### config.mk
export PLATFORM = sky130hd
export DESIGN_NAME = sampler_reuse_table
export DESIGN_NICKNAME = d
export VERILOG_FILES = /design/src/rtl/sampler_pkg.sv /design/src/rtl/sampler_tag_match_bank.sv /design/src/rtl/sampler_reuse_table.sv
export SDC_FILE = /design/constraint.sdc
export NUM_CORES = 1
export LEC_CHECK = 0
export CORE_ASPECT_RATIO = 1.2
export CORE_MARGIN = 2
export CORE_UTILIZATION = 60
export CTS_CLUSTER_DIAMETER = 120
export DETAILED_ROUTE_END_ITERATION = 6
export PLACE_DENSITY = 0.8
export SYNTH_ARGS = -nofsm -noshare
export SYNTH_HDL_FRONTEND = slang
export SYNTH_HIERARCHICAL = 1
export SYNTH_SLANG_ARGS = --single-unit
export TNS_END_PERCENT = 100
### constraint.sdc
create_clock -name clock_i -period 11.17 [get_ports clock_i]
set_input_delay 3.351 -clock clock_i [delete_from_list [all_inputs] [get_ports clock_i]]
set_output_delay 3.351 -clock clock_i [all_outputs]
set_load 0.005 [all_outputs]
### src/rtl/sampler_pkg.sv
// sampler_pkg: shared widths and record types for the lease-sampler reuse table.
//   SAMPLER_TAG_BW  - identity comparator width (fixed at 20)
//   SAMPLER_TIME_BW - widest supported timestamp/interval
//   DROP_BW         - width of the saturating drop counter
//   entry_t         - one table slot {valid, tag, stamp}
//   result_t        - one retired-entry report {interval, tag, expired}
package sampler_pkg;

  localparam int unsigned SAMPLER_TAG_BW  = 20;
  localparam int unsigned SAMPLER_TIME_BW = 32;
  localparam int unsigned DROP_BW         = 16;

  // "stamp" is the sample time; "time" is a reserved word.
  typedef struct packed {
    logic                       valid;
    logic [SAMPLER_TAG_BW-1:0]  tag;
    logic [SAMPLER_TIME_BW-1:0] stamp;
  } entry_t;

  typedef struct packed {
    logic [SAMPLER_TIME_BW-1:0] interval;
    logic [SAMPLER_TAG_BW-1:0]  tag;
    logic                       expired;
  } result_t;

endpackage

### src/rtl/sampler_tag_match_bank.sv
// sampler_tag_match_bank: N_ENTRIES identity comparators gated by entry valid.
//   entry_valid  - per-slot valid bits
//   entry_tag    - per-slot stored tags
//   ref_tag      - incoming reference tag
//   match_onehot - lowest-index matching slot, one-hot (all zero on miss)
//   hit          - any slot matched
module sampler_tag_match_bank
  import sampler_pkg::*;
#(
  parameter int unsigned N_ENTRIES = 8,
  parameter int unsigned TAG_BW    = SAMPLER_TAG_BW
) (
  input  logic [N_ENTRIES-1:0] entry_valid,
  input  logic [TAG_BW-1:0]    entry_tag [N_ENTRIES],
  input  logic [TAG_BW-1:0]    ref_tag,
  output logic [N_ENTRIES-1:0] match_onehot,
  output logic                 hit
);

  logic [N_ENTRIES-1:0] raw_match;

  always_comb begin
    raw_match = '0;
    for (int unsigned i = 0; i < N_ENTRIES; i++) begin
      raw_match[i] = entry_valid[i] && (entry_tag[i] == ref_tag);
    end
  end

  // Isolate the lowest set bit so duplicate matches still yield one slot.
  assign match_onehot = raw_match & (~raw_match + N_ENTRIES'(1));
  assign hit          = |raw_match;

endmodule

### src/rtl/sampler_reuse_table.sv
// sampler_reuse_table: tracks sampled tags and reports their reuse intervals.
//   clock_i/reset_i  - rising-edge clock, synchronous active-high reset
//   req_i, req_tag_i - reference valid and tag; sample_i loads the tag
//   ready_o          - reference accepted this cycle when high with req_i
//   rui_valid_o, rui_o, rui_tag_o, rui_expired_o - one-deep result slot,
//                      held until rui_ready_i
//   drop_count_o     - saturating count of entries replaced before reuse
//   occupancy_o      - number of valid entries
// Optional build macro SAMPLER_EXPIRY_EN: retire entries whose age reaches
// EXPIRY_LIMIT as expired results; otherwise EXPIRY_LIMIT is ignored.
module sampler_reuse_table
  import sampler_pkg::*;
#(
  parameter int unsigned N_ENTRIES    = 8,
  parameter int unsigned TAG_BW       = SAMPLER_TAG_BW,
  parameter int unsigned TIME_BW      = SAMPLER_TIME_BW,
  parameter int unsigned EXPIRY_LIMIT = 2**20
) (
  input  logic                           clock_i,
  input  logic                           reset_i,
  input  logic                           req_i,
  input  logic [TAG_BW-1:0]              req_tag_i,
  input  logic                           sample_i,
  output logic                           ready_o,
  output logic                           rui_valid_o,
  output logic [TIME_BW-1:0]             rui_o,
  output logic [TAG_BW-1:0]              rui_tag_o,
  output logic                           rui_expired_o,
  input  logic                           rui_ready_i,
  output logic [DROP_BW-1:0]             drop_count_o,
  output logic [$clog2(N_ENTRIES):0]     occupancy_o
);

  localparam int unsigned IDX_BW = $clog2(N_ENTRIES);
  localparam int unsigned OCC_BW = IDX_BW + 1;

  entry_t               entries [N_ENTRIES];
  result_t              result_q;
  logic                 rui_valid_q;
  logic [TIME_BW-1:0]   time_now;
  logic [IDX_BW-1:0]    victim_ptr;
  logic [DROP_BW-1:0]   drop_count;

  logic [N_ENTRIES-1:0] entry_valid;
  logic [TAG_BW-1:0]    entry_tag [N_ENTRIES];
  logic [N_ENTRIES-1:0] match_onehot;
  logic                 hit;
  logic                 accept;
  logic [IDX_BW-1:0]    match_idx;
  logic [IDX_BW-1:0]    free_idx;
  logic                 any_free;
  logic [IDX_BW-1:0]    insert_idx;
  logic [TIME_BW-1:0]   hit_interval;
  logic [OCC_BW-1:0]    occ;
  logic                 exp_fire;
  logic [IDX_BW-1:0]    exp_idx;
  logic [TIME_BW-1:0]   exp_age;

  always_comb begin
    for (int unsigned i = 0; i < N_ENTRIES; i++) begin
      entry_valid[i] = entries[i].valid;
      entry_tag[i]   = entries[i].tag;
    end
  end

  sampler_tag_match_bank #(
    .N_ENTRIES (N_ENTRIES),
    .TAG_BW    (TAG_BW)
  ) u_match_bank (
    .entry_valid  (entry_valid),
    .entry_tag    (entry_tag),
    .ref_tag      (req_tag_i),
    .match_onehot (match_onehot),
    .hit          (hit)
  );

  assign ready_o = !rui_valid_q || rui_ready_i;
  assign accept  = req_i && ready_o;

  always_comb begin
    match_idx = '0;
    for (int unsigned i = 0; i < N_ENTRIES; i++) begin
      if (match_onehot[i]) match_idx = match_idx | IDX_BW'(i);
    end
  end

  // Scan downward so the last assignment is the lowest free slot.
  always_comb begin
    any_free = 1'b0;
    free_idx = '0;
    for (int unsigned i = N_ENTRIES; i > 0; i--) begin
      if (!entry_valid[i-1]) begin
        any_free = 1'b1;
        free_idx = IDX_BW'(i-1);
      end
    end
  end

  always_comb begin
    if (hit)           insert_idx = match_idx;
    else if (any_free) insert_idx = free_idx;
    else               insert_idx = victim_ptr;
  end

  assign hit_interval = time_now - entries[match_idx].stamp[TIME_BW-1:0];

  always_comb begin
    occ = '0;
    for (int unsigned i = 0; i < N_ENTRIES; i++) begin
      occ = occ + OCC_BW'(entry_valid[i]);
    end
  end

`ifdef SAMPLER_EXPIRY_EN
  logic               exp_found;
  logic [TIME_BW-1:0] age;

  always_comb begin
    exp_found = 1'b0;
    exp_idx   = '0;
    exp_age   = '0;
    age       = '0;
    for (int unsigned i = N_ENTRIES; i > 0; i--) begin
      age = time_now - entries[i-1].stamp[TIME_BW-1:0];
      if (entries[i-1].valid && (64'(age) >= 64'(EXPIRY_LIMIT))) begin
        exp_found = 1'b1;
        exp_idx   = IDX_BW'(i-1);
        exp_age   = age;
      end
    end
  end

  // A hit owns the result slot; an expiry waits for a cycle without one.
  assign exp_fire = exp_found && ready_o && !(accept && hit);
`else
  logic unused_expiry_limit;
  assign unused_expiry_limit = (EXPIRY_LIMIT == 0);
  assign exp_fire = 1'b0;
  assign exp_idx  = '0;
  assign exp_age  = '0;
`endif

  always_ff @(posedge clock_i) begin
    if (reset_i) begin
      for (int unsigned i = 0; i < N_ENTRIES; i++) entries[i] <= '0;
      result_q    <= '0;
      rui_valid_q <= 1'b0;
      time_now    <= '0;
      victim_ptr  <= '0;
      drop_count  <= '0;
    end else begin
      if (rui_valid_q && rui_ready_i) rui_valid_q <= 1'b0;

      if (exp_fire) begin
        entries[exp_idx].valid <= 1'b0;
        result_q <= '{interval: SAMPLER_TIME_BW'(exp_age),
                      tag:      entries[exp_idx].tag,
                      expired:  1'b1};
        rui_valid_q <= 1'b1;
      end

      if (accept) begin
        time_now <= time_now + 1'b1;
        if (hit) begin
          result_q <= '{interval: SAMPLER_TIME_BW'(hit_interval),
                        tag:      req_tag_i,
                        expired:  1'b0};
          rui_valid_q <= 1'b1;
        end
        if (sample_i) begin
          entries[insert_idx] <= '{valid: 1'b1,
                                   tag:   req_tag_i,
                                   stamp: SAMPLER_TIME_BW'(time_now)};
          if (!hit && !any_free) begin
            victim_ptr <= victim_ptr + 1'b1;
            if (drop_count != '1) drop_count <= drop_count + 1'b1;
          end
        end else if (hit) begin
          entries[match_idx].valid <= 1'b0;
        end
      end
    end
  end

  assign rui_valid_o   = rui_valid_q;
  assign rui_o         = result_q.interval[TIME_BW-1:0];
  assign rui_tag_o     = result_q.tag;
  assign rui_expired_o = result_q.expired;
  assign drop_count_o  = drop_count;
  assign occupancy_o   = occ;

endmodule

**Yosys cells after proc, flatten, opt, wreduce, memory -nomap -nowiden**

Memories as Yosys holds them, arrays and structs flattened.
Cells that the tools add are included.

- Bits in registers: 104
- Latch bits: 0
- RAM bits: 424
- Bits in read-only memories: 0
- Input bits: 25
- Output and inout port bits: 75
- Memories kept: 1

- $add $sub $neg: 12
- Multipliers: 0
- Divide/modulo/power cells: 0
- Magnitude comparators: 0
- Equality and inequality tests: 9
- Shifts and indexed selects: 0
- Mux-type cells: 45
- Bitwise gates (word level): 2
- Reductions and logical operators: 21

Memory list:

| memory | words | width | read ports | clocked after Yosys merged registers in | wr ports | line | RTL |
|---|---|---|---|---|---|---|---|
| entries | 8 | 53 | 9 | 0 | 8 | sampler_reuse_table.sv:37 | `entry_t entries [N_ENTRIES];` |

Operators with widths:

| cell | count |
|---|---|
| $eq 20x20->1 | 8 |
| $mux 53 | 2 |
| $reduce_or 53->1 | 2 |
| $mux 3 | 16 |
| $add 32x1->32 const B | 1 |
| $sub 32x32->32 | 1 |
| $mux 1 | 24 |
| $add 16x1->16 const B | 1 |
| $add 4x1->4 | 4 |
| $ne 16x16->1 const B | 1 |
| $logic_and 1x1->1 | 11 |
| $add 8x1->8 const B | 1 |
| $and 8x8->8 | 1 |
| $not 8->8 | 1 |
| $reduce_or 8->1 | 1 |
| $mux 2 | 3 |
| $add 3x1->4 | 1 |
| $reduce_and 4->1 | 1 |
| $add 2x1->3 | 1 |
| $add 3x1->3 const B | 1 |
| $logic_not 1->1 | 3 |
| $reduce_and 3->1 | 1 |
| $add 1x1->2 | 1 |
| $reduce_and 2->1 | 1 |
| $logic_or 1x1->1 | 1 |

**Longest topological paths before layout**

An unclocked memory read counts as a cell.

- Depth in word-level cells: 16
- Gate-level depth with buffers: 22

**Modules after synthesis**

The synthesis kept the hierarchy.

Modules (own cells, without submodules):

| module | times used | cells each | area an instance (µm²) |
|---|---|---|---|
| sampler_reuse_table | 1 | 1822 | 23576.4 |
| sampler_tag_match_bank | 1 | 250 | 2062.0 |

**Worst setup path before layout**

Ideal clock, no wire load.

- Path kind: input to register
- From: input port req_tag_i[11]
- To: memory entries[0][0] in the netlist's numbering, enable pin
- Setup time: 0.534 ns
- Data arrival time: 9.208 ns
- Data required time: 10.636 ns
- Slack: 1.428 ns
- Cell stages on the path: 13
- Path buffers: 3
- Cells stage by stage: buf_4 xnor2_2 nand4_1 nor4_1 nand4_1 nand4_1 nor4b_2 or4_1 clkbuf_1 a21oi_1 nand2_1 clkbuf_1 o21ai_0

RTL lines:

| element | line | RTL |
|---|---|---|
| start: declaration | sampler_reuse_table.sv:22 | `input logic [TAG_BW-1:0] req_tag_i,` |
| end: declaration | sampler_reuse_table.sv:37 |  |

**Worst setup path after layout**

- From: input port req_tag_i[8]
- To: register result_q, in the netlist rui_o[22]

RTL lines:

| element | line | RTL |
|---|---|---|
| $eq 20x20->1 | sampler_tag_match_bank.sv:25 | `raw_match[i] = entry_valid[i] && (entry_tag[i] == ref_tag);` |
| $logic_and 1x1->1 | sampler_tag_match_bank.sv:25 |  |
| $not 8->8 | sampler_tag_match_bank.sv:30 | `assign match_onehot = raw_match & (~raw_match + N_ENTRIES'(1));` |
| $add 8x1->8 | sampler_tag_match_bank.sv:30 |  |
| $and 8x8->8 (*) | sampler_tag_match_bank.sv:30 |  |
| named net match_onehot[7] | sampler_reuse_table.sv:46 | `logic [N_ENTRIES-1:0] match_onehot;` |
| $mux 3 (*) | sampler_reuse_table.sv:83 | `if (match_onehot[i]) match_idx = match_idx \| IDX_BW'(i);` |
| $mem_v2 8x53 (*) | n/a |  |
| $sub 32x32->32 (*) | sampler_reuse_table.sv:105 | `assign hit_interval = time_now - entries[match_idx].stamp[TIME_BW-1:0];` |
| end signal: assignment | sampler_reuse_table.sv:156 | `result_q <= '{interval: SAMPLER_TIME_BW'(exp_age),` |
| end signal: assignment | sampler_reuse_table.sv:165 | `result_q <= '{interval: SAMPLER_TIME_BW'(hit_interval),` |
| end: declaration | sampler_reuse_table.sv:38 | `result_t result_q;` |

Mark *: on every way through the listed nets, which the timed path passes. The rest lies on a longest branch.
A chain may end at the register's enable or synchronous reset.

==> results list <==
- The run finished with clean final reports.
* Clock latency at the later pin of the worst-skew pair: 0.59 ns
- Die Span X: 192.7 microns
* Worst supply voltage drop on vdd: around 0.00014 V
* Synthesized-area fraction occupied by xor and xnor cells: 7.847%
* WL/cell: ~25 microns
- The worst setup path is launched from a primary input.
- Final Hold Violating Endpoints: 0
- The worst setup path is captured at a flip-flop.
* Fraction of the mapped netlist area in compound gates: 4.216%
- Reg clk slew, reported paths: 0.06 ns
* CTS Root Cell: clkbuf_16
- Max Transition Viols Final: 0
* Y dimension of the die: 230.4 microns
* Area of the multi-input gates: 10190 sq um
* Post-layout utilization of the core: 69.07%
* Via total after detailed routing: 16705
- In this run the static leakage power is 10.38 nW.
- In this run the core area contains 82 standard-cell rows.
- CTS tree: done
- Input and output buffers added on the ports amount to 98.
- Number of max-capacitance violations reported: 0
- The setup check on the worst reg-to-reg path leaves a slack of 4.43 ns.
- The Yosys step of the flow raised 6 warnings.
- Beginning of the worst hold path: rui_tag_o[19]
- Worst Hold Path EP: rui_tag_o[19]
- Synth async-reset ratio: 0%
- GRT Util Overall: a little under a third
* Die Footprint: 44410 sq um
* Synthesized area per cell: 12.37 sq um
- Counting instances, the worst hold path has a depth of 2.
- Along the worst path, the maximum fanout reaches 21.
* Total design power: 4.279 mW
* Top cell types by occurrence after synthesis: edfxtp_1, and2_1, xnor2_1, nand2_1, clkbuf_1
- Routed via count divided by cell count: approximately 6.2
- By instance count, the leading cell after synthesis is edfxtp_1.
- Across all setup checks in the final design, the least slack found is 1.050 ns.
* Worst hold path class: reg2reg
- By area, the combinational part of the netlist is dominated by simple AND/OR/NAND/NOR gates.
- The post-route netlist has 10.44% of its cells at a drive strength greater than 1.
* Final Critical Period: around 10 ns
- EDFF count, synth: 424
- DPL Wire Length: between 40 and 50 mm
- The number of hold buffers added after CTS was 0.
* Initial antenna violation count: 0
- Clock buffer count from CTS: 52
* Largest net degree at the start of global routing: 77
- For the worst flop-to-flop path, the logic depth is 19.
- For this run, the detailed router's first-pass iteration total came to 6.
- For this run, the post-layout net count is between 2000 and 2500.
* Post-synth top area cell: edfxtp_1
* Cell variety after synth: 59
- The setup path with the least slack is of type in2reg.
- Between clock sinks in the finished design, the worst skew comes to 0.02815 ns.
- For this run the aggregate overflow at the end of global routing stands at 0.
- Across all hold checks on the routed design, the worst slack comes to 0.4556 ns.
* Accumulated negative setup slack: 0 ns
- Buffer count from post-CTS setup fixing: 0
- Headroom to the max-slew limit came out at 25.53%.
- Top achievable clock speed: around 99 MHz
- The clock passes through at most 3 buffers.
- The mapped netlist covers between 20000 and 30000 sq um.
- Counting flops and latches in the post-synthesis netlist gives 528.
* Syn nets: 2139
- The H-tree was split into 2 levels.
- Number of cells produced by synthesis: 2072
- Multiplexer cells account for under 10% of the synthesized area.
* DRT iter0 DRCs: 1663
- Once the clock tree was built, the resizer swapped 0 gates to a different size.
- Antenna-violating nets left: 0
- Of the available clock period, the critical path in the final layout requires 90.60%.
* Sequential element share of the synthesized area: 57.78%
- Counting every sink on the clock net gives 528.
- Power Dens Cells: 147.6 nW/um^2
- The number of global-route vias before repair is 16655.
- Wire length of the first global-routing pass: between 100 and 150 mm
- The core region is 41960 sq um.
* Area share of fa/ha/maj cells after synthesis: 2.196%
- Most used flip-flop cell after synthesis: edfxtp_1
* # DRC: 0
* Final setup vio count: 0
- Number of diodes added for antenna fixing: 0
- The startpoint identified for the worst register-to-register timing path is entries[6][40].
* Transition at the pin with the smallest max-transition slack: around 1.1 ns
- Storage element area: 14810 sq um
- Unrepaired setup endpoints after global routing: false
* Initial Util: 61.10%
- The endpoint identified for the worst register-to-register timing path is rui_o[22].
- Pre-CTS setup slack: 0.6071 ns
- At the worst endpoint, the required time is 11.70 ns.
- Main area contributors after synthesis: edfxtp_1, and2_1, dfxtp_1
- The area growth from synthesis to layout is 13.04%.
- Counting the fill cells in the layout gives 2887.
- Top-level I/O count: 100
* Aggregate routed wire length: 67.17 mm
- Routability-driven placement finished with a final weighted congestion of 0.9519.
- Portion of synthesized cell area occupied by the leading cell type: 49.66%
* Synth Area in Simple Gates: around 18%
- At the worst endpoint, the arrival time is 10.65 ns.
-- critical path, cell delays in order --
cell and delay, ns:
clkdlybuf4s50_1 0.80, xnor2_1 0.51, nand4_1 0.29, nor4_1 0.61
nand4_1 0.28, nor4b_2 0.26, or4_2 1.08, mux4_2 0.58
mux2_2 0.29, ha_1 0.21, inv_1 0.07, fa_1 0.20
a21oi_1 0.09, o22ai_1 0.34, o211ai_1 0.18, a211oi_1 0.43
nor2_1 0.14, o31ai_1 0.43, nor4b_1 0.30, a311o_1 0.17
-- power breakdown --
group,switching (mW),total (mW),internal (mW)
Clock,0.762,1.81,1.05
Sequential,0.0255,2.20,2.18
Combinational,0.164,0.259,0.0945
Total,0.952,4.28,3.33
-- cell type report --
cell class	instances	area share, %
Timing Repair Buffer	137	4.904
Clock buffer	74	5.409
Clock inverter	23	0.7814
Sequential cell	528	51.11
Multi-Input combinational cell	1371	35.15
Inverter	22	0.2849
Tap cell	546	2.357
-- worst max path at each step --
stage	startpoint	to	slack, ns	depth (start not counted)
floorplan	req_tag_i[11]	entries[0][0]	1.43	13
global placement	req_tag_i[8]	rui_o[22]	0.68	20
detailed placement	req_tag_i[0]	rui_o[22]	0.61	21
CTS	req_tag_i[8]	rui_o[22]	1.17	20
global route	req_tag_i[8]	rui_o[22]	0.85	20
finish	req_tag_i[8]	rui_o[22]	1.05	20
-- kinds of logic after synthesis --
kind of cell,Yosys count
DFF,528
adders and majority gates,42
xor gates and xnor gates,228
and+or+nand+nor,819
other,1
muxes,100
AOI/OAI and AO/OA,181
buffers and inverters,173
-- registers in the layout (all words and copies together), names as in the netlist --
name	cells
rui_valid_o	1
time_now	32
rui_tag_o	20
drop_count_o	16
victim_ptr	3
rui_o	32
entries	424
-- metrics by stage --
stage	instance area, sq um	instances
6_report	28980	2701
3_3_place_gp	27190	2604
5_1_grt	28980	2701
4_1_cts	28980	2701
2_1_floorplan	25640	2072
3_5_place_dp	27190	2604
-- per-layer routing --
| metal | routed length (microns) | GRT usage (%) | part of all wire [%] |
|---|---|---|---|
| met5 | 0 | 0 | 0 |
| met4 | 3378 | 14.79 | 5.0 |
| met3 | 4857 | 4.196 | 7.2 |
| met2 | 33930 | 52.46 | 51 |
| met1 | 25000 | 38.41 | 37 |
-- placed cells by master (no fill, tap or decap), drive strengths merged, types with 7 or more instances in the layout --
cell,n
ha,37
dfxtp,104
or3,10
clkinv,16
o211ai,7
a21o,11
xor2,73
buf,40
clkbuf,74
and3,21
edfxtp,424
nand4,50
clkdlybuf4s50,97
inv,25
mux2i,35
nand3,43
nor3,18
and2,416
xnor2,155
o21ai,46
nor2,92
a211oi,7
a21oi,78
nand2,124
nor4,20
mux4,64
(Power assumes the default switching activity.)
